==> src/rtl/cache_controller.sv <==
// Load/store sequencer for cache_memory: write-through, no-write-allocate, round-robin victim on full sets.
// Optional hit/miss counters are enabled by defining CACHE_CTRL_PERF_EN.
module cache_controller #(
  parameter int unsigned ADDR_SIZE  = 32,
  parameter int unsigned NUM_SETS   = 4,
  parameter int unsigned NUM_WAYS   = 2,
  parameter int unsigned BLOCK_SIZE = 32,
  localparam int unsigned OffsetSize = $clog2(BLOCK_SIZE / 8),
  localparam int unsigned SetSize    = $clog2(NUM_SETS),
  localparam int unsigned WaySize    = $clog2(NUM_WAYS),
  localparam int unsigned TagSize    = ADDR_SIZE - SetSize - OffsetSize
) (
  input  logic                 clk,
  input  logic                 rst,
  input  logic                 req_valid,
  output logic                 req_ready,
  input  logic                 req_write,
  input  logic [ADDR_SIZE-1:0] req_addr,
  input  logic [31:0]          req_wdata,
  output logic                 resp_valid,
  output logic [31:0]          resp_rdata,
  output logic [SetSize-1:0]   cm_set,
  output logic [TagSize-1:0]   cm_tag,
  output logic [WaySize-1:0]   cm_write_way,
  output logic                 cm_write_enable,
  output logic [31:0]          cm_write_data,
  input  logic [31:0]          cm_read_data,
  input  logic                 cm_hit,
  input  logic [WaySize-1:0]   cm_hit_way,
  input  logic [WaySize-1:0]   cm_populate_way,
  input  logic                 cm_populated,
  output logic                 mem_req_valid,
  input  logic                 mem_req_ready,
  output logic                 mem_req_write,
  output logic [ADDR_SIZE-1:0] mem_req_addr,
  output logic [31:0]          mem_req_wdata,
  input  logic                 mem_resp_valid,
  input  logic [31:0]          mem_resp_rdata
`ifdef CACHE_CTRL_PERF_EN
  ,
  output logic [31:0]          hit_count,
  output logic [31:0]          miss_count
`endif
);

  typedef enum logic [2:0] {IDLE, LOOKUP, MEM_READ, WAIT_READ, FILL, MEM_WRITE} state_t;

  state_t                            state, state_d;
  logic                              write_q, write_d;
  logic [ADDR_SIZE-1:0]              addr_q, addr_d;
  logic [31:0]                       wdata_q, wdata_d;
  logic [NUM_SETS-1:0][WaySize-1:0]  victim_q, victim_d;
  logic                              req_ready_d, resp_valid_d, cm_we_d;
  logic [31:0]                       resp_rdata_d, cm_data_d, mem_wdata_d;
  logic [WaySize-1:0]                cm_way_d;
  logic                              mem_valid_d, mem_write_d;
  logic [ADDR_SIZE-1:0]              mem_addr_d;

  // Next state and next values of every registered output.
  always_comb begin
    state_d      = state;
    write_d      = write_q;
    addr_d       = addr_q;
    wdata_d      = wdata_q;
    victim_d     = victim_q;
    resp_valid_d = 1'b0;
    resp_rdata_d = resp_rdata;
    cm_we_d      = 1'b0;
    cm_way_d     = cm_write_way;
    cm_data_d    = cm_write_data;
    unique case (state)
      IDLE: begin
        if (req_valid && req_ready) begin
          write_d = req_write;
          addr_d  = req_addr;
          wdata_d = req_wdata;
          state_d = LOOKUP;
        end
      end
      LOOKUP: begin
        if (write_q) begin
          if (cm_hit) begin
            cm_we_d   = 1'b1;
            cm_way_d  = cm_hit_way;
            cm_data_d = wdata_q;
          end
          state_d = MEM_WRITE;
        end else if (cm_hit) begin
          resp_valid_d = 1'b1;
          resp_rdata_d = cm_read_data;
          state_d      = IDLE;
        end else begin
          state_d = MEM_READ;
        end
      end
      MEM_READ: if (mem_req_ready) state_d = WAIT_READ;
      WAIT_READ: begin
        // Fill strobe is registered, so the way is chosen here and presented during FILL.
        if (mem_resp_valid) begin
          cm_we_d   = 1'b1;
          cm_data_d = mem_resp_rdata;
          if (!cm_populated) begin
            cm_way_d = cm_populate_way;
          end else begin
            cm_way_d         = victim_q[cm_set];
            victim_d[cm_set] = (victim_q[cm_set] == WaySize'(NUM_WAYS - 1)) ? '0
                                                                             : victim_q[cm_set] + 1'b1;
          end
          state_d = FILL;
        end
      end
      FILL: begin
        // cm_write_data still holds the fetched word.
        resp_valid_d = 1'b1;
        resp_rdata_d = cm_write_data;
        state_d      = IDLE;
      end
      MEM_WRITE: begin
        if (mem_req_ready) begin
          resp_valid_d = 1'b1;
          resp_rdata_d = '0;
          state_d      = IDLE;
        end
      end
      default: state_d = IDLE;
    endcase
    req_ready_d = (state_d == IDLE);
    mem_valid_d = (state_d == MEM_READ) || (state_d == MEM_WRITE);
    mem_write_d = (state_d == MEM_WRITE);
    mem_addr_d  = mem_valid_d ? addr_d : '0;
    mem_wdata_d = mem_write_d ? wdata_d : '0;
  end

  always_ff @(posedge clk or negedge rst) begin
    if (!rst) begin
      state           <= IDLE;
      write_q         <= 1'b0;
      addr_q          <= '0;
      wdata_q         <= '0;
      victim_q        <= '0;
      req_ready       <= 1'b0;
      resp_valid      <= 1'b0;
      resp_rdata      <= '0;
      cm_set          <= '0;
      cm_tag          <= '0;
      cm_write_way    <= '0;
      cm_write_enable <= 1'b0;
      cm_write_data   <= '0;
      mem_req_valid   <= 1'b0;
      mem_req_write   <= 1'b0;
      mem_req_addr    <= '0;
      mem_req_wdata   <= '0;
    end else begin
      state           <= state_d;
      write_q         <= write_d;
      addr_q          <= addr_d;
      wdata_q         <= wdata_d;
      victim_q        <= victim_d;
      req_ready       <= req_ready_d;
      resp_valid      <= resp_valid_d;
      resp_rdata      <= resp_rdata_d;
      cm_set          <= addr_d[OffsetSize +: SetSize];
      cm_tag          <= addr_d[ADDR_SIZE-1 -: TagSize];
      cm_write_way    <= cm_way_d;
      cm_write_enable <= cm_we_d;
      cm_write_data   <= cm_data_d;
      mem_req_valid   <= mem_valid_d;
      mem_req_write   <= mem_write_d;
      mem_req_addr    <= mem_addr_d;
      mem_req_wdata   <= mem_wdata_d;
    end
  end

`ifdef CACHE_CTRL_PERF_EN
  // Saturating lookup outcome counters, loads and stores alike.
  always_ff @(posedge clk or negedge rst) begin
    if (!rst) begin
      hit_count  <= '0;
      miss_count <= '0;
    end else if (state == LOOKUP) begin
      if (cm_hit && (hit_count != '1))    hit_count  <= hit_count + 32'd1;
      if (!cm_hit && (miss_count != '1))  miss_count <= miss_count + 32'd1;
    end
  end
`endif

endmodule

==> config.mk <==
export PLATFORM = sky130hd
export DESIGN_NAME = cache_controller
export DESIGN_NICKNAME = d
export VERILOG_FILES = /design/src/rtl/cache_controller.sv
export SDC_FILE = /design/constraint.sdc
export NUM_CORES = 1
export LEC_CHECK = 0
export ABC_AREA = 1
export BUFFER_PORTS_ARGS = -buffer_cell sky130_fd_sc_hd__buf_2
export CELL_PAD_IN_SITES_DETAIL_PLACEMENT = 0
export CELL_PAD_IN_SITES_GLOBAL_PLACEMENT = 1
export CORE_MARGIN = 2
export CORE_UTILIZATION = 33
export DETAILED_ROUTE_END_ITERATION = 12
export PLACE_DENSITY = 0.73
export SLEW_MARGIN = 20
export SYNTH_ARGS = -nofsm -noshare
export SYNTH_HDL_FRONTEND = slang
export SYNTH_SLANG_ARGS = --single-unit
==> constraint.sdc <==
create_clock -name clk -period 1.3 [get_ports clk]
set_input_delay 0.26 -clock clk [delete_from_list [all_inputs] [get_ports clk]]
set_output_delay 0.26 -clock clk [all_outputs]
set_load 0.005 [all_outputs]
* Word-level counts from Yosys, hierarchy flattened
Cells that the tools add are included.
Operators by class: $add $sub $neg 1, magnitude comparators 2, equal/unequal tests 12, multiplexer cells 39, reductions and logical operators 11
Operator list (count):
- 32-bit two-way mux | 12
- 32-bit case mux with 3 select lines | 1
- 32-bit case mux with 2 select lines | 1
- 3-bit two-way mux | 5
- 3-bit case mux with 5 select lines | 1
- 1-bit two-way mux | 12
- 2-bit != test (second input constant) | 5
- 3-bit by 2-bit == test with 1-bit output (second input constant) | 3
- 3-bit == test (second input constant) | 3
- 4-bit AND reduction | 2
- 3-bit logical NOT | 2
- 4-bit bitwise mux | 1
- 1-bit case mux with 2 select lines | 2
- 3-bit by 1-bit == test with 1-bit output (second input constant) | 1
- 2-bit by 3-bit less-than comparator with 1-bit output (second input constant) | 1
- 1-bit case mux with 3 select lines | 1
- 3-bit AND reduction | 1
- 3-bit nonzero test | 1
- 1-bit binary-select mux with 2-bit select | 1
- 1-bit demux with 2-bit select | 1
- 2-bit by 1-bit >= comparator with 1-bit output (second input constant) | 1
- 1-bit logical AND | 2
- 2-bit two-way mux | 1
- 2-bit AND reduction | 1
- 3 further kinds | 3
Word-level totals: flip-flop bits (word level) 236, input bits 138, output and inout bits 164, logic and storage cells 85

* Logic depth before layout (Yosys ltp)
depth after elaboration 6, gate-level depth with buffers 10, gate-level depth less buffers 8

* Least setup slack after synthesis
OpenSTA, ideal clock, no wires.
path kind flip-flop to flip-flop, from register state[2], to register cm_write_data[0], library setup time 126 ps, data arrival time 1291 ps, required time 1174 ps, path slack -117 ps, cell stages (with the launch flop) 9, buffers on the path 2, period minus slack after synthesis 1417 ps, cell sequence dfrtp_1 -> inv_2 -> nand3_2 -> nor2_2 -> nand2_1 -> nand2_1 -> buf_6 -> buf_4 -> o21ai_0
Between the ends: word-level cells in the longest chain between the ends 3, elaborated cells between the ends (all ways) 8, classes of those cells eq/ne (5); mux (1); reduce/logical (2)
RTL lines:
- from (decl) | RTL line 48 | state_t state, state_d;
- from (signal assigned) | RTL line 154 | state <= state_d;
- 3-bit by 1-bit == test with 1-bit output or 3-bit by 2-bit == test with 1-bit output (tied branches) | RTL line 71 | unique case (state)
- 2-bit != test (no line) or 2-bit nonzero test (tied branches)
- 4-bit AND reduction (no line)
- to (signal assigned) | RTL line 166 | cm_write_data <= cm_data_d;
- to (decl) | RTL line 26 | output logic [31:0] cm_write_data,
Parallel ways exist; a longest one is shown, timed or not. A chain may end at the register's enable or synchronous reset.

* Worst setup path in the final report
from register state[1], to register mem_req_addr[18]
Between the ends: elaborated cells between the ends (all ways) 15, classes of those cells eq/ne (6); mux (7); reduce/logical (2)
RTL lines:
- 3-bit logical NOT | RTL line 71
- 32-bit two-way mux | RTL line 71
- via addr_d[18] | RTL line 50 | logic [ADDR_SIZE-1:0] addr_q, addr_d;
- 32-bit two-way mux | RTL line 130 | mem_addr_d = mem_valid_d ? addr_d : '0;
- via mem_addr_d[18] | RTL line 57 | logic [ADDR_SIZE-1:0] mem_addr_d;
- to (signal assigned) | RTL line 169 | mem_req_addr <= mem_addr_d;
- to (decl) | RTL line 35 | output logic [ADDR_SIZE-1:0] mem_req_addr,
The timed path passes the listed nets, and every way through them passes these cells.

==> impl_metrics.ini <==
[clock_network]
clockBufferDepth = 3
root_buffer = clkbuf_16
cts.htree.levels = 1
cts.sinks = 206
cts_tree = yes
cts_buffers = 24
clkLatencyLatePin_ps = 520
path_clk_slew_ps = 60

[placement]
port_buffers = 301
dp_cells = 1626
dp_hpwl_um = 18100
place_congestion = 0.791

[cells_and_area]
seqCellArea_sq_um = 5160
utilization_pct = 52.5
syn2layout_area_growth_pct = 56.7
multi_input_area_sq_um = 3250
fillCellCount = 2396
drive_above_1_share_pct = 41.8
fin_cells = 1779
finalNetCount = 1561

[global_routing]
use_met3_pct = 5.22
grt_max_degree = 64
grt.total_usage_pct = 19.0
grt-ovfl-total = 0
antenna_found_initial = 5
grt_pass1_wl_um = 42600
use_met1_pct = 24.5
first_global_vias = 8007
met2_usage_pct = 31.8
grt_busiest_layer = met2

[outcome]
status = finished with violations
violations = setup timing

[floorplanning]
die_w_um = 166
die_h_um = 166
coreArea_sq_um = 25900
die-area_sq_um = 27600
start_util_pct = 33.5
ios = 302
row_count = 59

[routing]
first_pass_iters = 4
num_vias = 7920
wirelength_um = 28100
drc = 0
drtIter0Drc = 421
wl_per_cell_um = 15.8
final_antenna_net_count = 0
via_per_inst = 4.45

[power_and_ir_drop]
internal-power_uw = 19300
p_leak_uw = 0.00761
combPwrFrac_pct = 43.9
power_density_nw_per_um2 = 2270
pwr-share-seq_pct = 34.8
p_sw_uw = 11600
pwr-share-clk_pct = 21.3
ir_worst_vdd_mv = 1.18
swShare_pct = 37.5

[timing]
slew_headroom_pct = 77.0
worst_slew_pin_slew_ps = 345
setup_tns_ps = -25810
period_share_pct = 115
fin_ws_ps = -194
setup_viol = 232
skew_ps = 15.5
rsz0062_at_grt = true
timing_hold_violations_final = 0
min_period_ps = 1490
max_freq_mhz = 669
whs_ps = 47.3
drv_slew = 0

[synthesis]
synth_cells = 1026
syn_avg_cell_area_sq_um = 8.46
synth-simple-area-share_pct = 22.5
synth-adder-area-share_pct = 0
syn_nets = 1164
synth-compound-area-share_pct = 6.45
syn_area_sq_um = 8680
yosysSeqAreaShare_pct = 59.4
synth_top_family_by_area = simple AND/OR/NAND/NOR gates
yosys_warnings = 0
synth_xor_area_share_pct = 0
synth_seq_cells = 206
yosys-mux-area-fraction_pct = 0
ys_types = 21

[critical_path]
cp_max_fo = 6
crit_path_start_kind = flop
crit_arrival_ps = 1910
required_ps = 1710
critical_path_class = flop to flop
end_kind = flop

[run]
maxCapViolations = 0

[hold_path]
hp-class = input pin to flop
-- repair_timing --
item	in CTS	in global routing
endpoints found under the setup margin	300	337
hold endpoints to repair	244	0
pin swaps	17	44
setup buffers	27	2
cloned	3	10
gates resized for setup	70	192
hold buffers	66	0
-- final timing paths --
check | from | to | slack (ps) | depth (start not counted)
setup / recovery | state[1]$_DFF_PN0_ | mem_req_addr[18]$_DFF_PN0_ | -190 | 8
hold / removal | mem_resp_rdata[10] | cm_write_data[10]$_DFFE_PN0P_ | 50 | 5
setup reg to reg | state[1]$_DFF_PN0_ | mem_req_addr[18]$_DFF_PN0_ | -190 | 8
hold reg to reg | addr_q[1]$_DFF_PN0_ | addr_q[1]$_DFF_PN0_ | 480 | 2
max in group asynchronous | rst | mem_req_addr[23]$_DFF_PN0_ | 530 | 3
min in group asynchronous | rst | resp_rdata[29]$_DFFE_PN0P_ | 170 | 2
-- placed cells by master, fill, tap and decap left out, types with 4 or more instances in the layout --
cell type / count
buf_2: 291
nand2_1: 286
dfrtp_1: 201
inv_1: 132
nand2_2: 89
o21ai_0: 73
dlygate4sd3_1: 66
nand2_4: 55
nand3_1: 37
buf_4: 36
clkbuf_16: 33
o21ai_1: 28
buf_12: 23
buf_6: 17
clkbuf_8: 9
inv_2: 7
nand3_2: 7
diode_2: 5
nor2_4: 5
dfrtp_2: 5
clkbuf_1: 5
buf_16: 4
buf_8: 4
-- worst max-delay path, stage by stage (launching register included) --
cell       delay (ps)
dfrtp_2           460
nor2_4            150
nand3_4           180
buf_12            210
clkbuf_16         160
nand2_2            60
nand2_2            60
nand2_1            60
inv_1              40
-- Yosys cell counts --
library cell / count / area (sq um)
a21oi_1: 3 / 15.0
buf_2: 24 / 120
buf_4: 39 / 293
buf_6: 1 / 11.3
clkbuf_1: 15 / 56.3
dfrtp_1: 206 / 5150
inv_1: 137 / 514
inv_2: 4 / 15.0
nand2_1: 430 / 1610
nand2_2: 1 / 6.26
nand3_1: 42 / 210
nand3_2: 4 / 40.0
nand4_1: 3 / 18.8
nor2_1: 6 / 22.5
nor2_2: 2 / 12.5
nor2_4: 2 / 22.5
o211ai_1: 1 / 7.51
o21ai_0: 94 / 470
o21ai_1: 10 / 50.1
o21ai_4: 1 / 16.3
or2_2: 1 / 6.26
-- metrics by stage --
step / setup WS (ps) / power, uW / instance area (sq um)
5_1_grt: -300 / 33100 / 13600
6_report: -194 / 30900 / 13600
3_3_place_gp: -185 / 20500 / 10800
2_1_floorplan: -43.5 / 16300 / 8750
4_1_cts: -166 / 28900 / 12700
3_5_place_dp: -238 / 20700 / 10800
-- layout make-up --
cell class | instances | share of cell area (%)
tap | 335 | 3.08
antenna | 5 | 0.0920
multi-input combinational | 600 | 23.9
clock buffer | 38 | 5.47
clock inverter | 4 | 0.248
sequential | 206 | 38.0
timing repair buffer | 450 | 25.3
inverter | 141 | 4.00
-- per-layer routing --
metal	up-vias	part of all wire, %
li1	3879	-
met1	3745	41
met2	253	50
met3	41	7.0
met4	2	1.9
met5	-	0.025
-- power by group through the flow --
stage / clock network [uW] / registers [uW] / logic (uW)
floorplan: 0 / 10500 / 5870
global placement: 0 / 10400 / 10100
detailed placement: 0 / 10500 / 10200
CTS: 6760 / 10400 / 11700
global route: 7020 / 11100 / 15100
finish: 6580 / 10800 / 13600
-- state kept, by name, summed over array words and instances (netlist names) --
signal,cells
resp_rdata,32
mem_req_wdata,32
write_q,1
mem_req_write,1
mem_req_addr,32
cm_write_way,1
cm_write_data,32
cm_write_enable,1
req_ready,1
wdata_q,32
resp_valid,1
victim_q,4
addr_q,32
mem_req_valid,1
state,3
-- kinds of logic after synthesis --
family	count (synthesis)
AOI/OAI and AO/OA	109
buffers and inverters	220
and+or+nand+nor	491
DFF	206
No activity file was read; power rests on OpenSTA's default activity.
